[config.mk]
export PLATFORM = sky130hd
export DESIGN_NAME = if_fetch_unit
export DESIGN_NICKNAME = d
export VERILOG_FILES = /design/src/rtl/rv64i_pkg.sv /design/src/rtl/if_fetch_unit_skid.sv /design/src/rtl/if_fetch_unit.sv
export SDC_FILE = /design/constraint.sdc
export NUM_CORES = 1
export LEC_CHECK = 0
export BUFFER_PORTS_ARGS = -buffer_cell sky130_fd_sc_hd__clkbuf_2
export CAP_MARGIN = 20
export CORE_ASPECT_RATIO = 1.2
export CORE_UTILIZATION = 30
export DETAILED_ROUTE_END_ITERATION = 10
export SLEW_MARGIN = 25
export SYNTH_ARGS = -nofsm -noshare
export SYNTH_HDL_FRONTEND = slang
export SYNTH_SLANG_ARGS = --single-unit
[constraint.sdc]
create_clock -name clk -period 1.9 [get_ports clk]
set_input_delay 0.095 -clock clk [delete_from_list [all_inputs] [get_ports clk]]
set_output_delay 0.095 -clock clk [all_outputs]
set_load 0.02 [all_outputs]
[src/rtl/rv64i_pkg.sv]
// Shared RV64I front-end types: widths, fetch-unit state encoding, NOP.
// Imported by the fetch unit and its skid buffer.
package rv64i_pkg;
  localparam int XLEN = 64;
  localparam int ILEN = 32;
  localparam logic [ILEN-1:0] NOP_INST = 32'h00000013;

  typedef enum logic [1:0] {
    S_REQ,
    S_WAIT,
    S_HOLD,
    S_DROP
  } ifu_state_e;
endpackage

[src/rtl/if_fetch_unit_skid.sv]
// Single-entry {inst,pc,err} holding register used while decode stalls.
// Loads only on i_load; holds otherwise.
module ifu_skid_buf
  import rv64i_pkg::*;
(
  input  logic            clk,
  input  logic            rst_n,
  input  logic            i_load,
  input  logic [ILEN-1:0] i_inst,
  input  logic [XLEN-1:0] i_pc,
  input  logic            i_err,
  output logic [ILEN-1:0] o_inst,
  output logic [XLEN-1:0] o_pc,
  output logic            o_err
);
  logic [ILEN-1:0] r_inst;
  logic [XLEN-1:0] r_pc;
  logic            r_err;

  always_ff @(posedge clk or negedge rst_n) begin
    if (!rst_n) begin
      r_inst <= NOP_INST;
      r_pc   <= '0;
      r_err  <= 1'b0;
    end else if (i_load) begin
      r_inst <= i_inst;
      r_pc   <= i_pc;
      r_err  <= i_err;
    end
  end

  assign o_inst = r_inst;
  assign o_pc   = r_pc;
  assign o_err  = r_err;
endmodule

[src/rtl/if_fetch_unit.sv]
// Instruction fetch engine: one outstanding imem request, skid hold, flush drop.
// Optional IFU_MISALIGN_CHECK_EN faults misaligned PCs without a request.
module if_fetch_unit
  import rv64i_pkg::*;
(
  input  logic            clk,
  input  logic            rst_n,
  input  logic [XLEN-1:0] pc_i,
  input  logic            stall_i,
  input  logic            flush_i,
  output logic            waiting_o,
  output logic            imem_req_valid_o,
  input  logic            imem_req_ready_i,
  output logic [XLEN-1:0] imem_req_addr_o,
  input  logic            imem_rsp_valid_i,
  input  logic [ILEN-1:0] imem_rsp_data_i,
  input  logic            imem_rsp_err_i,
  output logic            inst_valid_o,
  output logic [ILEN-1:0] inst_o,
  output logic [XLEN-1:0] inst_pc_o,
  output logic            inst_fault_o,
  output logic            misalign_o
);
  ifu_state_e      r_state;
  ifu_state_e      w_next;
  logic [XLEN-1:0] r_req_pc;
  logic            r_inst_valid;
  logic [ILEN-1:0] r_inst;
  logic [XLEN-1:0] r_inst_pc;
  logic            r_fault;
  logic            r_mis;

  logic            w_mis_pc;
  logic            w_req_valid;
  logic            w_acc;
  logic            w_wait;
  logic            w_dlv;
  logic            w_mis_dlv;
  logic            w_skid_load;
  logic [ILEN-1:0] w_d_inst;
  logic [XLEN-1:0] w_d_pc;
  logic            w_d_err;
  logic [ILEN-1:0] w_sk_inst;
  logic [XLEN-1:0] w_sk_pc;
  logic            w_sk_err;

`ifdef IFU_MISALIGN_CHECK_EN
  assign w_mis_pc = |pc_i[1:0];
`else
  assign w_mis_pc = 1'b0;
`endif

  ifu_skid_buf u_skid (
    .clk    (clk),
    .rst_n  (rst_n),
    .i_load (w_skid_load),
    .i_inst (imem_rsp_data_i),
    .i_pc   (r_req_pc),
    .i_err  (imem_rsp_err_i),
    .o_inst (w_sk_inst),
    .o_pc   (w_sk_pc),
    .o_err  (w_sk_err)
  );

  always_comb begin
    w_next      = r_state;
    w_req_valid = 1'b0;
    w_acc       = 1'b0;
    w_wait      = 1'b1;
    w_dlv       = 1'b0;
    w_mis_dlv   = 1'b0;
    w_skid_load = 1'b0;
    w_d_inst    = imem_rsp_data_i;
    w_d_pc      = r_req_pc;
    w_d_err     = imem_rsp_err_i;
    unique case (r_state)
      S_REQ: begin
        if (!flush_i) begin
          if (w_mis_pc) begin
            w_dlv     = 1'b1;
            w_mis_dlv = 1'b1;
            w_d_pc    = pc_i;
            w_d_err   = 1'b1;
            w_wait    = 1'b0;
          end else begin
            w_req_valid = 1'b1;
            if (imem_req_ready_i) begin
              w_acc  = 1'b1;
              w_next = S_WAIT;
            end
          end
        end
      end
      S_WAIT: begin
        if (imem_rsp_valid_i) begin
          if (flush_i) begin
            w_next = S_REQ;
          end else if (!stall_i) begin
            w_dlv  = 1'b1;
            w_wait = 1'b0;
            w_next = S_REQ;
          end else begin
            w_skid_load = 1'b1;
            w_next      = S_HOLD;
          end
        end else if (flush_i) begin
          w_next = S_DROP;
        end
      end
      S_HOLD: begin
        if (flush_i) begin
          w_next = S_REQ;
        end else if (!stall_i) begin
          w_dlv    = 1'b1;
          w_wait   = 1'b0;
          w_d_inst = w_sk_inst;
          w_d_pc   = w_sk_pc;
          w_d_err  = w_sk_err;
          w_next   = S_REQ;
        end
      end
      S_DROP: begin
        // The stale response retires the request even if a new flush lands.
        if (imem_rsp_valid_i) w_next = S_REQ;
      end
      default: w_next = S_REQ;
    endcase
    if (flush_i) w_wait = 1'b0;
  end

  always_ff @(posedge clk or negedge rst_n) begin
    if (!rst_n) begin
      r_state      <= S_REQ;
      r_req_pc     <= '0;
      r_inst_valid <= 1'b0;
      r_inst       <= NOP_INST;
      r_inst_pc    <= '0;
      r_fault      <= 1'b0;
      r_mis        <= 1'b0;
    end else begin
      r_state      <= w_next;
      r_inst_valid <= w_dlv;
      r_mis        <= w_mis_dlv;
      if (w_acc) r_req_pc <= pc_i;
      if (w_dlv) begin
        r_inst    <= w_d_err ? NOP_INST : w_d_inst;
        r_inst_pc <= w_d_pc;
        r_fault   <= w_d_err;
      end
    end
  end

  assign imem_req_valid_o = rst_n & w_req_valid;
  assign imem_req_addr_o  = pc_i;
  assign waiting_o        = ~rst_n | w_wait;
  assign inst_valid_o     = r_inst_valid;
  assign inst_o           = r_inst;
  assign inst_pc_o        = r_inst_pc;
  assign inst_fault_o     = r_fault;
  assign misalign_o       = r_mis;
endmodule

### Word-level counts from Yosys, hierarchy flattened

Cells that the tools add are included.

| operators by class | value |
|---|---|
| equality and inequality tests | 8 |
| multiplexer cells | 36 |
| bitwise gates (word level) | 3 |
| reduce and logical (&&, ||, !) cells | 2 |

Operator list:

| cell | number |
|---|---|
| $mux 64 | 3 |
| $mux 32 | 4 |
| $mux 2 | 9 |
| $mux 1 | 17 |
| $pmux 2 s4 | 1 |
| $ne 2x2->1 const B | 3 |
| $ne 3x3->1 const B | 2 |
| $reduce_and 5->1 | 1 |
| $eq 2x2->1 const B | 2 |
| $pmux 1 s2 | 2 |
| $eq 2x1->1 const B | 1 |
| $logic_not 2->1 | 1 |
| $and 1x1->1 | 1 |
| $not 1->1 | 1 |
| $or 1x1->1 | 1 |

| storage, ports and cells | value |
|---|---|
| flip-flop bits (word level) | 261 |
| input bits | 103 |
| output and inout port bits | 165 |
| logic and storage cells | 58 |

### Longest topological paths before layout

| depth | value |
|---|---|
| depth after elaboration | 5 |
| gate-level depth with buffers | 8 |
| mapped depth without buffers | 6 |

### By module

Synthesis repeated with hierarchy kept, for this count alone.

| second synthesis, totals | value |
|---|---|
| cells, all modules | 979 |
| area, all modules | 11,566.1 um^2 |

By module, submodules not included:

| module | times used | cells each | area an instance (um^2) | seq. area each (um^2) |
|---|---|---|---|---|
| if_fetch_unit | 1 | 774 | 7,843.8 | 4,107.7 |
| ifu_skid_buf | 1 | 205 | 3,722.3 | 2,431.1 |

### Least setup slack after synthesis

OpenSTA, ideal clock, no wires.

| timing | value |
|---|---|
| path type | reg-to-reg |
| from | reg r_state[1] |
| to | reg u_skid.r_inst[10] (netlist: u_skid.o_inst[10]) |
| setup time | 0.125 ns |
| arrival | 1.636 ns |
| data required time | 1.775 ns |
| slack | 0.140 ns |
| stages on the path, launching flop included | 7 |
| path buffers | 2 |
| clock period less this slack | 1.760 ns |
| cells stage by stage | dfrtp_1 inv_1 ha_1 nand4b_1 buf_2 buf_2 mux2_2 |

| on the way | value |
|---|---|
| longest elaborated chain between the ends | 2 |

Ends and longest elaborated chain:

| item | line | text |
|---|---|---|
| start: declaration | if_fetch_unit.sv:24 | `ifu_state_e r_state;` |
| start signal: assignment | if_fetch_unit.sv:141 | `r_state <= w_next;` |
| $eq 2x1->1 | if_fetch_unit.sv:76 | `unique case (r_state)` |
| $mux 1 | if_fetch_unit.sv:76 |  |
| end signal: assignment | if_fetch_unit_skid.sv:26 | `r_inst <= i_inst;` |
| end: declaration | if_fetch_unit_skid.sv:16 | `logic [ILEN-1:0] r_inst;` |

Every way passes these cells.
A chain may end at the register's enable or synchronous reset.

### Final worst setup path

| timing | value |
|---|---|
| from | reg r_state[1] |
| to | out waiting_o |

| on the way | value |
|---|---|
| longest elaborated chain between the ends | 4 |
| elaborated cells between the ends (all ways) | 5 |
| those cells by class | eq/ne: 2; mux: 2; bitwise: 1 |

Ends and longest elaborated chain:

| item | line | text |
|---|---|---|
| $eq 2x2->1 or $eq 2x1->1 (tied branches) | if_fetch_unit.sv:76 |  |
| $pmux 1 s2 (*) | if_fetch_unit.sv:76 |  |
| $mux 1 (*) | if_fetch_unit.sv:128 | `if (flush_i) w_wait = 1'b0;` |
| $or 1x1->1 (*) | if_fetch_unit.sv:155 | `assign waiting_o = ~rst_n \| w_wait;` |
| end: declaration | if_fetch_unit.sv:11 | `output logic waiting_o,` |

Every way passes the cells marked *; elsewhere a longest branch is shown, timed or not.

==> metrics.md <==
| Metric | Value |
|---|---|
| CTS buffer count | 28 |
| CTS HTree Levels | 1 |
| Minimum clock period | 1.96 ns |
| Max Cap Viol | 0 |
| Power Total | 24.9 mW |
| Avg WL per Cell | 17.6 um |
| Yosys cell types | 30 |
| Final RePlAce weighted congestion | 0.741 |
| Slew Viols, Final | 0 |
| DR vias/cell | 4.73 |
| Synthesized flop and latch total | 261 |
| Compound-Gate Fraction of Synth Area | 9.25% |
| Die area | 38900 um^2 |
| Area delta synth->final | 38.4% |
| Dpl hpwl | 17.7 mm |
| Mapped Avg Cell Area | 11.7 um^2 |
| Setup Skew | 0.0241 ns |
| Largest net degree at the start of global routing | 101 |
| Worst-Margin Slew | 0.813 ns |
| Most frequent cells in the layout | 264 x clkbuf_2, 254 x dfrtp_1, 161 x mux2_2 |
| Sequential share of the synthesized area | 57.3% |
| Fraction of layout cells with a size suffix above 1 | 44.5% |
| Net Count, Synth | 1086 |
| Pre-CTS WS | -0.0457 ns |
| Global-route usage over all layers | 15.3% |
| Fin Setup TNS | -0.531 ns |
| Top Layer Used | met4 |
| Final WL | 31.9 mm |
| Clock slew at reported path FFs | 0.06 ns |
| Normalized max-slew margin | 45.8% |
| Die height | 216 um |
| Post-synthesis adder-cell area fraction | 0.548% |
| Starting Density | 30.7% |
| Antenna Nets Post-Route | 0 |
| Area of the multi-input gates | 4270 um^2 |
| Outcome | complete, but fails checks |
| Critical Path End Type | output pin |
| Dpl cells | 1621 |
| Leak | 7.18 nW |
| Final net count | 1419 |
| Max rail drop VDD | 0.000874 V |
| RSZ-0062 raised after global routing | yes |
| Final hold viol count | 0 |
| Main combinational cell family by area after synthesis | multiplexers |
| Mux share of post-synthesis cell area | 16.1% |
| Vias | 8554 |
| Final Cell Area | 15800 um^2 |
| GRT Residual Overflow | 0 |
| Die X | 180 um |
| FILL cells | 3435 |
| Synth Instances | 978 |
| Simple-gate share of the synthesized area | 9.52% |
| Power Dens Cells | 1580 nW/um^2 |
| Clock latency on the worst-skew pair | 0.56 ns |
| Fin cells | 1809 |
| DRC violations left | 0 |
| Vias in the first global route | 8413 |
| Final WS setup | -0.0626 ns |
| Worst Path Required | 1.80 ns |
| Storage element area | 6540 um^2 |
| Setup violators final | 29 |
| Core Region | 37200 um^2 |
| Most common cell after layout, fill and taps aside | clkbuf_2 |
| Drt initial violations | 306 |
| Area post-placement | 13100 um^2 |
| Post-Synth XOR/XNOR Area | 0% |
| Critical path startpoint category | flop |
| First-pass GRT wire length | 47.3 mm |
| CTS Sinks | 261 |
| Max FO, Critical Path | 3 |
| Met1 Wirelength | 13.5 mm |
| Worst Setup Path Type | flop to output pin |
| Met3 wire len | 1.61 mm |
| DRT Pass-1 Iters | 7 |
| Ys Warns | 0 |
| Root Buffer | clkbuf_16 |
| Initial antenna violation count | 2 |
| Failing checks | negative setup slack |
| Hold crit path type | input pin to flop |
| Max Freq | 510 MHz |
| Post-synthesis cell area | 11400 um^2 |
| Critical path arrival | 1.87 ns |
| Site Rows | 77 |
| Longest Clk Path Bufs | 3 |
| Port Buffers | 266 |
| Metal2 WL | 16.2 mm |
| # IOs | 268 |
| Fin crit share | 103% |
| CTS tree | built |
## final timing paths
| kind | start | to | slack (ns) | cells past startpoint |
|---|---|---|---|---|
| min in group asynchronous | rst_n | r_req_pc[54] | 0.11 | 3 |
| max reg2reg | r_state[0] | inst_o[14] | -0.04 | 9 |
| max | r_state[1] | waiting_o | -0.06 | 8 |
| min reg2reg | inst_o[0] | inst_o[0] | 0.48 | 2 |
| min | stall_i | r_state[1] | 0.04 | 5 |
| max in group asynchronous | rst_n | inst_o[27] | 0.88 | 4 |
## worst max-delay path: stages, from the launching register on
cell	delay (ns)
dfrtp_1	0.40
inv_2	0.09
ha_4	0.13
buf_6	0.10
nor2b_4	0.14
o22ai_2	0.08
a21o_1	0.17
nand2_2	0.08
buf_8	0.12
## registers in the layout, indices dropped and copies added, names as in the netlist
signal / count
r_req_pc: 64
inst_valid_o: 1
inst_fault_o: 1
r_state: 2
u_skid.o_err: 1
inst_o: 32
u_skid.o_pc: 64
inst_pc_o: 64
u_skid.o_inst: 32
## area by class of cell
type,count,share of cell area (%)
flip-flops and latches,261,41.4
multi-input cells,575,27.0
repair buffers,436,22.0
clock buffers,46,5.44
well taps,474,3.75
inverters,9,0.214
clock inverters,5,0.174
diodes,3,0.0475
## timing repair
action                                  in CTS  in global routing
endpoints found under the setup margin      59                151
hold buffers                               100                  0
pin swaps                                    5                  4
buffers inserted                            14                  5
resized for setup                           18                 65
endpoints found under the hold margin      375                  0
gates cloned                                 4                 12
## where the power goes
part	switching [mW]	internal [mW]
clock network	2.21	3.07
registers	1.69	8.43
logic	4.95	4.56
## cell families (layout without fill, tap and decap cells)
logic type	count (synthesis)	after routing
flip-flops	261	261
AND/OR/NAND/NOR	205	205
AO/OA/AOI/OAI	200	200
multiplexers	164	164
buffers and inverters	142	496
adder cells (fa/ha/maj)	5	5
other	1	4
## cell usage after synthesis
cell	number	area, um^2
clkbuf_1	26	97.6
and3b_1	1	8.76
inv_1	9	33.8
nor3b_2	1	12.5
buf_1	1	3.75
buf_2	40	200
clkbuf_2	1	5.00
dfstp_2	6	158
dfrtp_1	255	6380
conb_1	1	3.75
nand2b_1	1	6.26
nor2b_1	65	407
nand2_1	6	22.5
o22ai_1	2	12.5
ha_1	5	62.6
o21ai_0	4	20.0
mux2i_1	3	30.0
nand4b_1	1	8.76
a21o_1	1	7.51
nor3b_1	29	218
a21oi_1	160	801
o311ai_0	3	26.3
mux2_2	161	1810
nor4b_4	1	23.8
nor3_1	1	5.00
nand3b_1	1	7.51
buf_4	65	488
a211oi_1	1	7.51
a31oi_1	29	181
nor2_1	98	368
## routing by layer
layer	global-route usage (%)	vias to the layer above
li1	-	3988
met1	19.0	4261
met2	27.2	258
met3	2.53	47
met4	4.36	0
met5	0	-
## metrics by stage
| stage | util, % | hold slack, ns |
|---|---|---|
| 2_1_floorplan | - | -0.201 |
| 3_3_place_gp | 35.2 | -0.0179 |
| 3_5_place_dp | 35.2 | -0.0160 |
| 4_1_cts | 41.1 | 0.0256 |
| 5_1_grt | 42.5 | 0.107 |
| 6_report | 42.5 | 0.0437 |
No activity file was read; power rests on OpenSTA's default activity.
